### src/rtl/rgb_led_arbiter_if.sv
// Bundle between LED-producing requesters and the RGB LED arbiter.
// The master side raises requests; the slave side grants and dims the LED.
interface rgb_led_arbiter_if #(
    parameter int NUM_REQ  = 3,
    parameter int PWM_BITS = 3
);
    logic [NUM_REQ-1:0]          i_req;
    logic [3*NUM_REQ-1:0]        i_color;
    logic [PWM_BITS*NUM_REQ-1:0] i_level;
    logic [NUM_REQ-1:0]          o_grant;
    logic                        o_pwm_r;
    logic                        o_pwm_g;
    logic                        o_pwm_b;
    logic                        o_busy;

    modport master (
        output i_req, i_color, i_level,
        input  o_grant, o_pwm_r, o_pwm_g, o_pwm_b, o_busy
    );

    modport slave (
        input  i_req, i_color, i_level,
        output o_grant, o_pwm_r, o_pwm_g, o_pwm_b, o_busy
    );
endinterface

### src/rtl/rgb_led_arbiter.sv
// Fixed-priority owner of the on-board RGB LED with minimum hold time
// and a shared free-running PWM dimmer feeding the hard LED driver.
module rgb_led_arbiter #(
    parameter int NUM_REQ  = 3,
    parameter int PWM_BITS = 3,
    parameter int MIN_HOLD = 1024
) (
    input logic               i_clk,
    input logic               i_rst,
    rgb_led_arbiter_if.slave  bus
);
    localparam int HW = $clog2(MIN_HOLD + 1);
    localparam logic [HW-1:0] HOLD_MAX = HW'(MIN_HOLD);

    typedef enum logic [1:0] {IDLE, GRANT, BLANK} state_t;

    state_t              state;
    logic [NUM_REQ-1:0]  grant;
    logic [NUM_REQ-1:0]  pick;
    logic [NUM_REQ-1:0]  lower;
    logic [HW-1:0]       hold_ctr;
    logic [PWM_BITS-1:0] pwm_ctr;
    logic [PWM_BITS-1:0] owner_level;
    logic [2:0]          owner_color;
    logic                owner_req;
    logic                any_req;
    logic                lit;
    logic                pwm_r;
    logic                pwm_g;
    logic                pwm_b;
    logic                busy;

    // Isolate the lowest set request bit; lower-index mask from one-hot grant.
    assign any_req   = |bus.i_req;
    assign pick      = bus.i_req & (~bus.i_req + NUM_REQ'(1));
    assign lower     = bus.i_req & (grant - NUM_REQ'(1));
    assign owner_req = |(bus.i_req & grant);
    assign lit       = (state == GRANT) && (pwm_ctr < owner_level);

    always_comb begin
        owner_color = '0;
        owner_level = '0;
        for (int n = 0; n < NUM_REQ; n++) begin
            if (grant[n]) begin
                owner_color = bus.i_color[3*n +: 3];
                owner_level = bus.i_level[PWM_BITS*n +: PWM_BITS];
            end
        end
    end

    always_ff @(posedge i_clk or posedge i_rst) begin
        if (i_rst) begin
            state    <= IDLE;
            grant    <= '0;
            hold_ctr <= '0;
            pwm_ctr  <= '0;
            pwm_r    <= 1'b0;
            pwm_g    <= 1'b0;
            pwm_b    <= 1'b0;
            busy     <= 1'b0;
        end else begin
            pwm_ctr <= pwm_ctr + PWM_BITS'(1);
            pwm_r   <= lit & owner_color[2];
            pwm_g   <= lit & owner_color[1];
            pwm_b   <= lit & owner_color[0];
            unique case (state)
                IDLE, BLANK: begin
                    if (any_req) begin
                        state    <= GRANT;
                        grant    <= pick;
                        hold_ctr <= '0;
                        busy     <= 1'b1;
                    end else begin
                        state <= IDLE;
                        busy  <= 1'b0;
                    end
                end
                GRANT: begin
                    // Release wins over preemption when both occur together.
                    if (!owner_req || ((|lower) && hold_ctr == HOLD_MAX)) begin
                        state <= BLANK;
                        grant <= '0;
                    end else if (hold_ctr != HOLD_MAX) begin
                        hold_ctr <= hold_ctr + HW'(1);
                    end
                end
                default: begin
                    state <= IDLE;
                    grant <= '0;
                    busy  <= 1'b0;
                end
            endcase
        end
    end

    assign bus.o_grant = grant;
    assign bus.o_pwm_r = pwm_r;
    assign bus.o_pwm_g = pwm_g;
    assign bus.o_pwm_b = pwm_b;
    assign bus.o_busy  = busy;
endmodule

### src/flat_wrapper.sv
// flat-port wrapper written by rule: the top's interface ports become plain ports
module rgb_led_arbiter_flat 
#(
    parameter int NUM_REQ  = 3,
    parameter int PWM_BITS = 3,
    parameter int MIN_HOLD = 1024
)
  (i_clk, i_rst, bus_i_req, bus_i_color, bus_i_level, bus_o_grant, bus_o_pwm_r, bus_o_pwm_g, bus_o_pwm_b, bus_o_busy);
  rgb_led_arbiter_if #(.NUM_REQ(NUM_REQ), .PWM_BITS(PWM_BITS)) bus_i ();
  input logic i_clk;
  input logic i_rst;
  input wire logic [$bits(bus_i.i_req)-1:0] bus_i_req;
  input wire logic [$bits(bus_i.i_color)-1:0] bus_i_color;
  input wire logic [$bits(bus_i.i_level)-1:0] bus_i_level;
  output wire logic [$bits(bus_i.o_grant)-1:0] bus_o_grant;
  output wire logic [$bits(bus_i.o_pwm_r)-1:0] bus_o_pwm_r;
  output wire logic [$bits(bus_i.o_pwm_g)-1:0] bus_o_pwm_g;
  output wire logic [$bits(bus_i.o_pwm_b)-1:0] bus_o_pwm_b;
  output wire logic [$bits(bus_i.o_busy)-1:0] bus_o_busy;
  assign bus_i.i_req = bus_i_req;
  assign bus_i.i_color = bus_i_color;
  assign bus_i.i_level = bus_i_level;
  assign bus_o_grant = bus_i.o_grant;
  assign bus_o_pwm_r = bus_i.o_pwm_r;
  assign bus_o_pwm_g = bus_i.o_pwm_g;
  assign bus_o_pwm_b = bus_i.o_pwm_b;
  assign bus_o_busy = bus_i.o_busy;
  rgb_led_arbiter #(.NUM_REQ(NUM_REQ), .PWM_BITS(PWM_BITS), .MIN_HOLD(MIN_HOLD)) u_core (.i_clk(i_clk), .i_rst(i_rst), .bus(bus_i));
endmodule
### config.mk
export PLATFORM = sky130hd
export DESIGN_NAME = rgb_led_arbiter_flat
export DESIGN_NICKNAME = d
export VERILOG_FILES = /design/src/rtl/rgb_led_arbiter_if.sv /design/src/rtl/rgb_led_arbiter.sv /design/src/flat_wrapper.sv
export SDC_FILE = /design/constraint.sdc
export NUM_CORES = 1
export LEC_CHECK = 0
export BUFFER_PORTS_ARGS = -buffer_cell sky130_fd_sc_hd__buf_2
export CAP_MARGIN = 20
export CORE_AREA = 3 3 69 71
export DETAILED_ROUTE_END_ITERATION = 10
export DIE_AREA = 0 0 72 74
export SLEW_MARGIN = 20
export SYNTH_ARGS = -nofsm -noshare
export SYNTH_HDL_FRONTEND = slang
export SYNTH_SLANG_ARGS = --single-unit
### constraint.sdc
create_clock -name i_clk -period 2.6 [get_ports i_clk]
set_input_delay 0 -clock i_clk [delete_from_list [all_inputs] [get_ports i_clk]]
set_output_delay 0 -clock i_clk [all_outputs]
set_load 0.01 [all_outputs]
### Yosys cells after proc, flatten, opt, wreduce, memory -nomap -nowiden

Cells that the tools add are included.

* bits in registers: 23
* input bits: 23
* logic and storage cells: 58

* equality and inequality tests: 8
* $add $sub $neg: 4
* bitwise operators: 7
* reduce and logical (&&, ||, !) cells: 12
* magnitude comparators: 1
* multiplexer cells: 18

Operator list (count)
* $mux W11: 3
* $mux W3: 8
* $pmux W11 S2: 1
* $add A11 B1 Y11 const B: 1
* $eq A11 B11 Y1 const B: 1
* $ne A11 B11 Y1 const B: 1
* $and A3 B3 Y3: 3
* $reduce_or A3 Y1: 3
* $add A3 B1 Y3 const B: 2
* $ne A2 B2 Y1 const B: 3
* $pmux W3 S2: 1
* $pmux W2 S2: 1
* $reduce_and A4 Y1: 1
* $and A1 B1 Y1: 3
* $lt A3 B3 Y1: 1
* $not A3 Y3: 1
* $sub A3 B1 Y3 const B: 1
* $eq A2 B1 Y1 const B: 1
* $eq A2 B2 Y1 const B: 1
* $logic_and A1 B1 Y1: 2
* $logic_not A2 Y1: 1
* $mux W1: 2
* $mux W2: 1
* $ne A2 B1 Y1 const B: 1
* other kinds (6): 6

### Depth between registers and ports, before layout

Gate-level depths: netlist (run 1).

* depth in word-level cells: 7
* mapped depth: 9
* gate-level depth less buffers: 8

### Worst setup path after synthesis (run 1)

No wires, ideal clock.

* kind: flip-flop to flip-flop
* start: register u_core.grant[1] (netlist: u_core.bus.o_grant[1])
* end: register u_core.pwm_b (netlist: u_core.bus.o_pwm_b)
* data arrival time: 1.706 ns
* path buffers: 1
* period minus slack after synthesis: 1.811 ns
* stages on the path, launching flop included: 10
* required time: 2.495 ns
* setup time: 0.105 ns
* setup slack: 0.789 ns
* cell sequence: dfrtp_1 buf_4 nor2b_2 a22oi_1 nor2_1 a21oi_1 ha_1 o21ai_0 a21oi_1 nor4b_1

* word-level cells in the longest chain between the ends: 5
* elaborated cells between the ends (all ways): 7
* those cells by class: order compare: 1; mux: 4; bitwise: 1; reduce/logical: 1

Ends and longest elaborated chain
* start: declaration: RTL line rgb_led_arbiter.sv:18 `logic [NUM_REQ-1:0] grant;`
* start signal: assignment: RTL line rgb_led_arbiter.sv:70 `grant <= pick;`
* $mux W3 (2 in a row): RTL line rgb_led_arbiter.sv:44 `if (grant[n]) begin`
* $lt A3 B3 Y1: RTL line rgb_led_arbiter.sv:38 `assign lit = (state == GRANT) && (pwm_ctr < owner_level);`
* $logic_and A1 B1 Y1: RTL line rgb_led_arbiter.sv:38
* $and A1 B1 Y1 *: RTL line rgb_led_arbiter.sv:65 `pwm_b <= lit & owner_color[0];`
* end signal: assignment: RTL line rgb_led_arbiter.sv:65
* end: declaration: RTL line rgb_led_arbiter.sv:30 `logic pwm_b;`

Mark *: on every way between the ends. The rest lies on a longest branch, timed or not.
A chain may end at the register's enable or synchronous reset.

### Final worst setup path (run 1)

Ends and elaborated chain as after synthesis.

==> results of run 1 <==
[stage by stage]
step                      util, %  setup slack [ns]  std cells  hold WS [ns]  power (mW)
after floorplan                 -             0.789        135       0.00192       0.738
after CTS                    36.1             0.523        218        0.0235        1.07
after detailed placement     34.6             0.562        212         0.241       0.839
final                        36.1             0.528        218        0.0257        1.06
after global routing         36.1             0.281        218        0.0493        1.14
after global placement       34.6             0.717        212         0.242       0.835
[layer usage]
metal | GRT usage [%] | part of all wire (%) | up-vias
met2 | 19.6 | 47 | 25
met1 | 14.2 | 47 | 510
met5 | 0 | 0 | -
li1 | - | - | 546
met4 | 6.26 | 2.4 | 0
met3 | 1.62 | 4.0 | 5
[registers in the layout, summed over array words and instances, names as in the netlist]
| name | flops |
|---|---|
| u_core.state | 2 |
| u_core.bus.o_pwm_g | 1 |
| u_core.pwm_ctr | 3 |
| u_core.bus.o_grant | 3 |
| u_core.bus.o_pwm_r | 1 |
| u_core.hold_ctr | 11 |
| u_core.bus.o_pwm_b | 1 |
| u_core.bus.o_busy | 1 |
[cells in the final DEF, fill, tap and decap left out, types with 2 or more instances in the layout]
cell type       n
xor2_1          2
nor4b_1         4
ha_1            6
nor2b_1         4
inv_1          10
nand3_1         3
nor2_1         14
nand2_1        12
mux2i_1         5
and3_1          2
nand4_1         4
a21oi_1         5
dfrtp_1        23
a222oi_1        2
nand2b_1        2
o31ai_1         2
clkbuf_8        3
a22oi_1         2
buf_2          29
xnor2_1         3
a221oi_1        3
nor3_1          2
dlygate4sd3_1   2
o21ai_0         3
[critical path: stages, from the launching register on]
cell and delay [ns]:
dfrtp_1 0.50, nor2b_2 0.29, a22oi_1 0.10, nor2_1 0.10
a21oi_1 0.05, ha_1 0.29, o21ai_0 0.16, a21oi_1 0.10
nor4b_1 0.36
[cell families (layout without fill, tap and decap cells)]
logic type                 count (synthesis)  after routing  synth area share (%)
and+or+nand+nor                           56             56                  23.5
xor gates and xnor gates                   5              5                  3.36
muxes                                      5              5                  3.84
adders and majority gates                  6              6                  5.75
DFF                                       23             23                  44.1
AOI/OAI and AO/OA                         25             25                  13.7
buffers and inverters                     15             46                  5.75
[power groups by stage]
stage               Combinational, mW  Sequential [mW]  Clock [mW]
finish                          0.363            0.470       0.230
global route                    0.413            0.478       0.249
CTS                             0.368            0.469       0.237
detailed placement              0.363            0.476           0
global placement                0.362            0.473           0
floorplan                       0.271            0.467           0
[area by class of cell]
cell class	instances	share of cell area [%]
Clock buffer	3	2.66
Sequential cell	23	37.1
Inverter	10	2.42
Tap cell	52	4.19
Timing Repair Buffer	32	11.1
Clock inverter	1	0.323
Multi-Input combinational cell	97	42.2
[worst max-delay path by stage]
stage	to	slack, ns	depth (start not counted)
after floorplan	u_core.bus.o_pwm_b	0.79	9
after global placement	u_core.bus.o_pwm_b	0.72	8
after detailed placement	u_core.bus.o_pwm_b	0.56	8
after CTS	u_core.bus.o_pwm_b	0.52	8
after global routing	u_core.bus.o_pwm_b	0.28	8
final	u_core.bus.o_pwm_b	0.53	8
[timing repair]
item                      CTS  global route
hold buffers                2             0
resized for setup           0             0
hold endpoints to repair   24             0
==> flow_summary_export.csv, run 1 <==
group,metric,value,unit
status,status,"completed",
floorplanning,initial_utilization,30.4,%
floorplanning,die_w,72,um
cts,cts_setup_buffers,0,
flow_run,maxCapViolCount,0,
power,p_sw,0.390,mW
place,placed_cell_area,1490,um^2
place,dp_hpwl,2.13,mm
place,port_buffers,29,
drt,postRouteAntennaNets,0,
setup_path,reg2reg_slack,0.53,ns
yosys,yosys.area.top_type,"dfrtp_1",
setup_path,worst-path-max-fanout,10,
cts,cts_buffer_depth,2,
cts,htree_num_levels,1,
yosys,ys_warn_count,0,
yosys,yosysMostFrequentCell,"dfrtp_1",
power,clock_power_share,21.6,%
yosys,synth_seq_cells,23,
yosys,syn_nets,164,
timing,tns,0,ns
yosys,async_reset_ff_share,100,%
floorplanning,ios,30,
global_routing,grt_pass1_vias,1071,
drt,routed_via_density,4.98,
cts,cts_sinks,23,
power,seqPwrFrac,44.2,%
global_routing,grt_start_max_net_pins,24,
floorplanning,rows,24,
drt,post-route-drc-count,0,
cells_and_area,final_area,1550,um^2
power,peakVddDrop,0.313,mV
power,switching_share,36.7,%
place,place.gp.congestion,0.773,
timing,slew_headroom,41.3,%
yosys,synth_cells,135,
timing,setup_viol,0,
timing,finalHoldViolations,0,
floorplanning,die_h,74,um
timing,fmax,0.483,GHz
yosys,synth_area,1310,um^2
setup_path,r2r_cells,8,
yosys,syn_avg_cell_area,9.67,um^2
drt,drt-initial-drc-count,49,
cells_and_area,final_layout_size_suffix_gt1_share,22.3,%
timing,fin_crit_sh,79.7,%
hold_path,min_from,"bus_i_color[7]",
hold_path,holdPathEnd,"u_core.bus.o_pwm_g",
hold_path,min_path_cells,3,
global_routing,antenna_found_initial,0,
yosys,ys_types,41,
power,cellPowerDensity,685,nW/um^2
yosys,synth-seq-area-share,44.1,%
setup_path,cp.required,2.75,ns
global_routing,overflow,0,
timing,worstMarginPinSlew,0.880,ns
timing,finClkSkew,0.00466,ns
floorplanning,coreArea,4290,um^2
cells_and_area,syn_to_final_growth,18.9,%
cts,clock_latency,0.27,ns
power,power_frac_comb,34.1,%
power,p_leak,0.745,nW
timing,rsz0062_at_grt,"no",
cts,cts_tree,"done",
cts,clkSlewWorstSetupHoldPaths,0.09,ns
cts,cts_made_buffers,3,
setup_path,critPathCaptureType,"flip-flop",
yosys,synth_area_leaders,"dfrtp_1 44%, ha_1 5.8%, nor2_1 4.0%, mux2i_1 3.8%, nand2_1 3.5%",
setup_path,worstSetupStartpointType,"flip-flop",
setup_path,arrival,2.23,ns
yosys,yosys-top-cells-count,"23 x dfrtp_1, 14 x nor2_1, 12 x nand2_1",
hold_path,hp-class,"input pin to flip-flop",
setup_path,timing.rr.end,"u_core.bus.o_pwm_b",
global_routing,grt_pass1_wl,4.75,mm
power,p_int,0.672,mW
cts,cts.root.buffer_cell,"clkbuf_8",
global_routing,grt.total_usage,11.5,%
drt,drt-wirelength-per-cell,13.2,um
timing,drv_slew,0,
setup_path,crit_type,"flip-flop to flip-flop",
cells_and_area,num_antenna_cells,0,
drt,wirelength,2.88,mm
cells_and_area,fin_nets,196,
yosys,synth_flop_cell,"dfrtp_1",
drt,routed-via-count,1086,
cells_and_area,nFillCells,450,
setup_path,r2r_start,"u_core.bus.o_grant[1]",
cells_and_area,regArea,576,um^2
yosys,yosys.area.top_type_share,44.1,%
floorplanning,die_area,5330,um^2
drt,dr.pass1.iters,5,
timing,min_period,2.07,ns
cells_and_area,multi_input_comb_area,654,um^2
yosys,synth_edf_count,0,
setup_path,cp-startpoint,"u_core.bus.o_grant[1]",
Note: power is estimated with default switching activity, not from simulation.
==> run 2, diff against run 1 <==
==> constraint.sdc (replaced) <==
create_clock -name i_clk -period 1.8 [get_ports i_clk]
set_input_delay 0 -clock i_clk [delete_from_list [all_inputs] [get_ports i_clk]]
set_output_delay 0 -clock i_clk [all_outputs]
set_load 0.01 [all_outputs]
==> run 2 against run 1 <==
Net effect:
- the flow now finishes with violations (setup timing)
- global-route usage grew 1.3 points
- clock skew down 0.0026 ns
- sequential power rose by 45%
- largest cell class unchanged
- largest power group is now combinational cells
- highest routed layer unchanged
==> flow_summary_export.csv, run 2 (synthesis results as in run 1) <==
group,metric,value,unit
cts,cts_made_buffers,3,
floorplanning,ios,30,
flow_run,maxCapViolCount,0,
cts,cts_buffer_depth,2,
place,port_buffers,29,
setup_path,reg2reg_slack,-0.03,ns
power,seqPwrFrac,37.3,%
drt,drt-initial-drc-count,78,
timing,rsz0062_at_grt,"yes",
cells_and_area,top_register,"u_core.hold_ctr",
timing,worstMarginPinSlew,0.367,ns
cells_and_area,layout_commonest_cell,"buf_2",
power,p_leak,0.838,nW
floorplanning,rows,24,
cells_and_area,num_antenna_cells,0,
cts,clock_latency,0.26,ns
cells_and_area,largest_reg_flops,11,
setup_path,slowest_delay,0.48,ns
setup_path,cp-startpoint,"u_core.bus.o_grant[1]",
floorplanning,die_w,72,um
floorplanning,coreArea,4290,um^2
place,place.gp.congestion,0.782,
drt,routed_via_density,5.03,
power,p_sw,0.667,mW
place,pre_cts_ws,-0.143,ns
timing,finClkSkew,0.00210,ns
setup_path,crit_buf_inv,1,
setup_path,cp_slowest_cell,"dfrtp_2",
cells_and_area,postLayoutCoreUtil,41.4,%
power,clock_power_share,18.0,%
cells_and_area,final_layout_size_suffix_gt1_share,39.3,%
cts,clkSlewWorstSetupHoldPaths,0.08,ns
power,peakVddDrop,0.556,mV
setup_path,r2r_start,"u_core.bus.o_grant[1]",
drt,wirelength,3.24,mm
cts,htree_num_levels,1,
setup_path,timing.rr.end,"u_core.bus.o_pwm_g",
setup_path,critPathCaptureType,"flip-flop",
timing,min_period,1.83,ns
power,p_int,1.16,mW
global_routing,grt.total_usage,12.9,%
timing,slew_headroom,75.5,%
setup_path,crit_type,"flip-flop to flip-flop",
drt,dr.pass1.iters,4,
setup_path,path_delay_family,"compound AO/OA/AOI/OAI gates",
setup_path,crit_path_end,"u_core.bus.o_pwm_g",
timing,fin_crit_sh,102,%
timing,setup_viol,1,
setup_path,crit_chain,"buf_4, a22oi_1, nor2_1, a21oi_1, ha_1, o21ai_1, a21oi_2, nor4b_2",
power,power,1.82,mW
hold_path,hp-class,"input pin to flip-flop",
setup_path,r2r_cells,8,
global_routing,grt_pass1_wl,5.35,mm
cells_and_area,syn_to_final_growth,36.1,%
global_routing,antenna_found_initial,0,
drt,drt-wirelength-per-cell,13.8,um
floorplanning,initial_utilization,30.4,%
drt,routed-via-count,1183,
global_routing,grt_pass1_vias,1154,
timing,setup_ws,-0.0327,ns
setup_path,cp.depth,8,
setup_path,cp.required,1.97,ns
power,switching_share,36.6,%
place,dp_hpwl,2.29,mm
power,power_frac_comb,44.7,%
timing,fmax,0.546,GHz
power,cellPowerDensity,1030,nW/um^2
status,status,"finished with violations",
setup_path,arrival,2.00,ns
hold_path,min_path_cells,3,
cts,cts.root.buffer_cell,"clkbuf_8",
drt,post-route-drc-count,0,
cts,cts_sinks,23,
setup_path,worst-path-max-fanout,7,
cells_and_area,layout_common_cells,"29 x buf_2, 21 x dfrtp_1, 16 x buf_4, 12 x nand2_1, 11 x nor2_1",
status,violations,"setup timing",
floorplanning,die_area,5330,um^2
floorplanning,die_h,74,um
setup_path,worstSetupStartpointType,"flip-flop",
cells_and_area,fin_nets,213,
global_routing,grt_start_max_net_pins,24,
timing,finalHoldViolations,0,
global_routing,overflow,0,
cts,cts_tree,"done",
drt,postRouteAntennaNets,0,
timing,drv_slew,0,
timing,tns,-0.0327,ns
## run 2: cell count changes in the layout (fill, tap and decap cells not counted), sizes merged
cell | previous run | this run
buf | 30 | 47
clkbuf | 3 | 4
clkinv | 1 | 0
## run 2: how the worst min path moves through the flow
stage                         startpoint            endpoint  slack, ns
final                     bus_i_color[6]  u_core.bus.o_pwm_b       0.05
after global routing      bus_i_color[8]  u_core.bus.o_pwm_r       0.05
after CTS                 bus_i_color[7]  u_core.bus.o_pwm_g       0.02
after floorplan                    i_rst   u_core.bus.o_busy      0.002
after global placement             i_rst   u_core.pwm_ctr[1]       0.06
after detailed placement           i_rst   u_core.pwm_ctr[0]       0.07
## run 2: stage by stage
step,std cells,hold slack [ns],instance area [um^2]
after floorplan,135,0.00192,1310
after detailed placement,220,0.0678,1550
after global placement,220,0.0599,1550
final,235,0.0545,1780
after global routing,235,0.0546,1780
after CTS,228,0.0221,1640
## run 2: layer usage
| metal | vias to the layer above | wire [um] | track usage [%] |
|---|---|---|---|
| met3 | 5 | 169 | 2.70 |
| met4 | 0 | 46 | 4.80 |
| li1 | 582 | - | - |
| met2 | 40 | 1560 | 20.8 |
| met5 | - | 0 | 0 |
| met1 | 556 | 1460 | 17.0 |
## run 2: worst min-delay path: cells and delay by family
kind	cells	cell delay, ns
and+or+nand+nor	2	0.19
buffers and inverters	1	0.09
## run 2: repair_timing
item,CTS,global route
pin swaps,4,14
endpoints found under the setup margin,3,10
cloned,0,0
endpoints found under the hold margin,24,0
hold buffers,2,0
buffers inserted,2,7
resized for setup,3,21
## run 2: area by class of cell
cell class              instances  area [um^2]
inverters                      10         40.0
clock buffers                   4         45.0
repair buffers                 49          308
flip-flops and latches         23          578
multi-input cells              97          741
well taps                      52         65.1
fillers                       433         2520
## run 2: power by group through the flow
stage	sequential [mW]	combinational, mW	clock, mW
finish	0.681	0.815	0.328
global route	0.695	0.898	0.362
CTS	0.675	0.645	0.338
detailed placement	0.688	0.604	0
global placement	0.684	0.602	0
floorplan	0.675	0.400	0
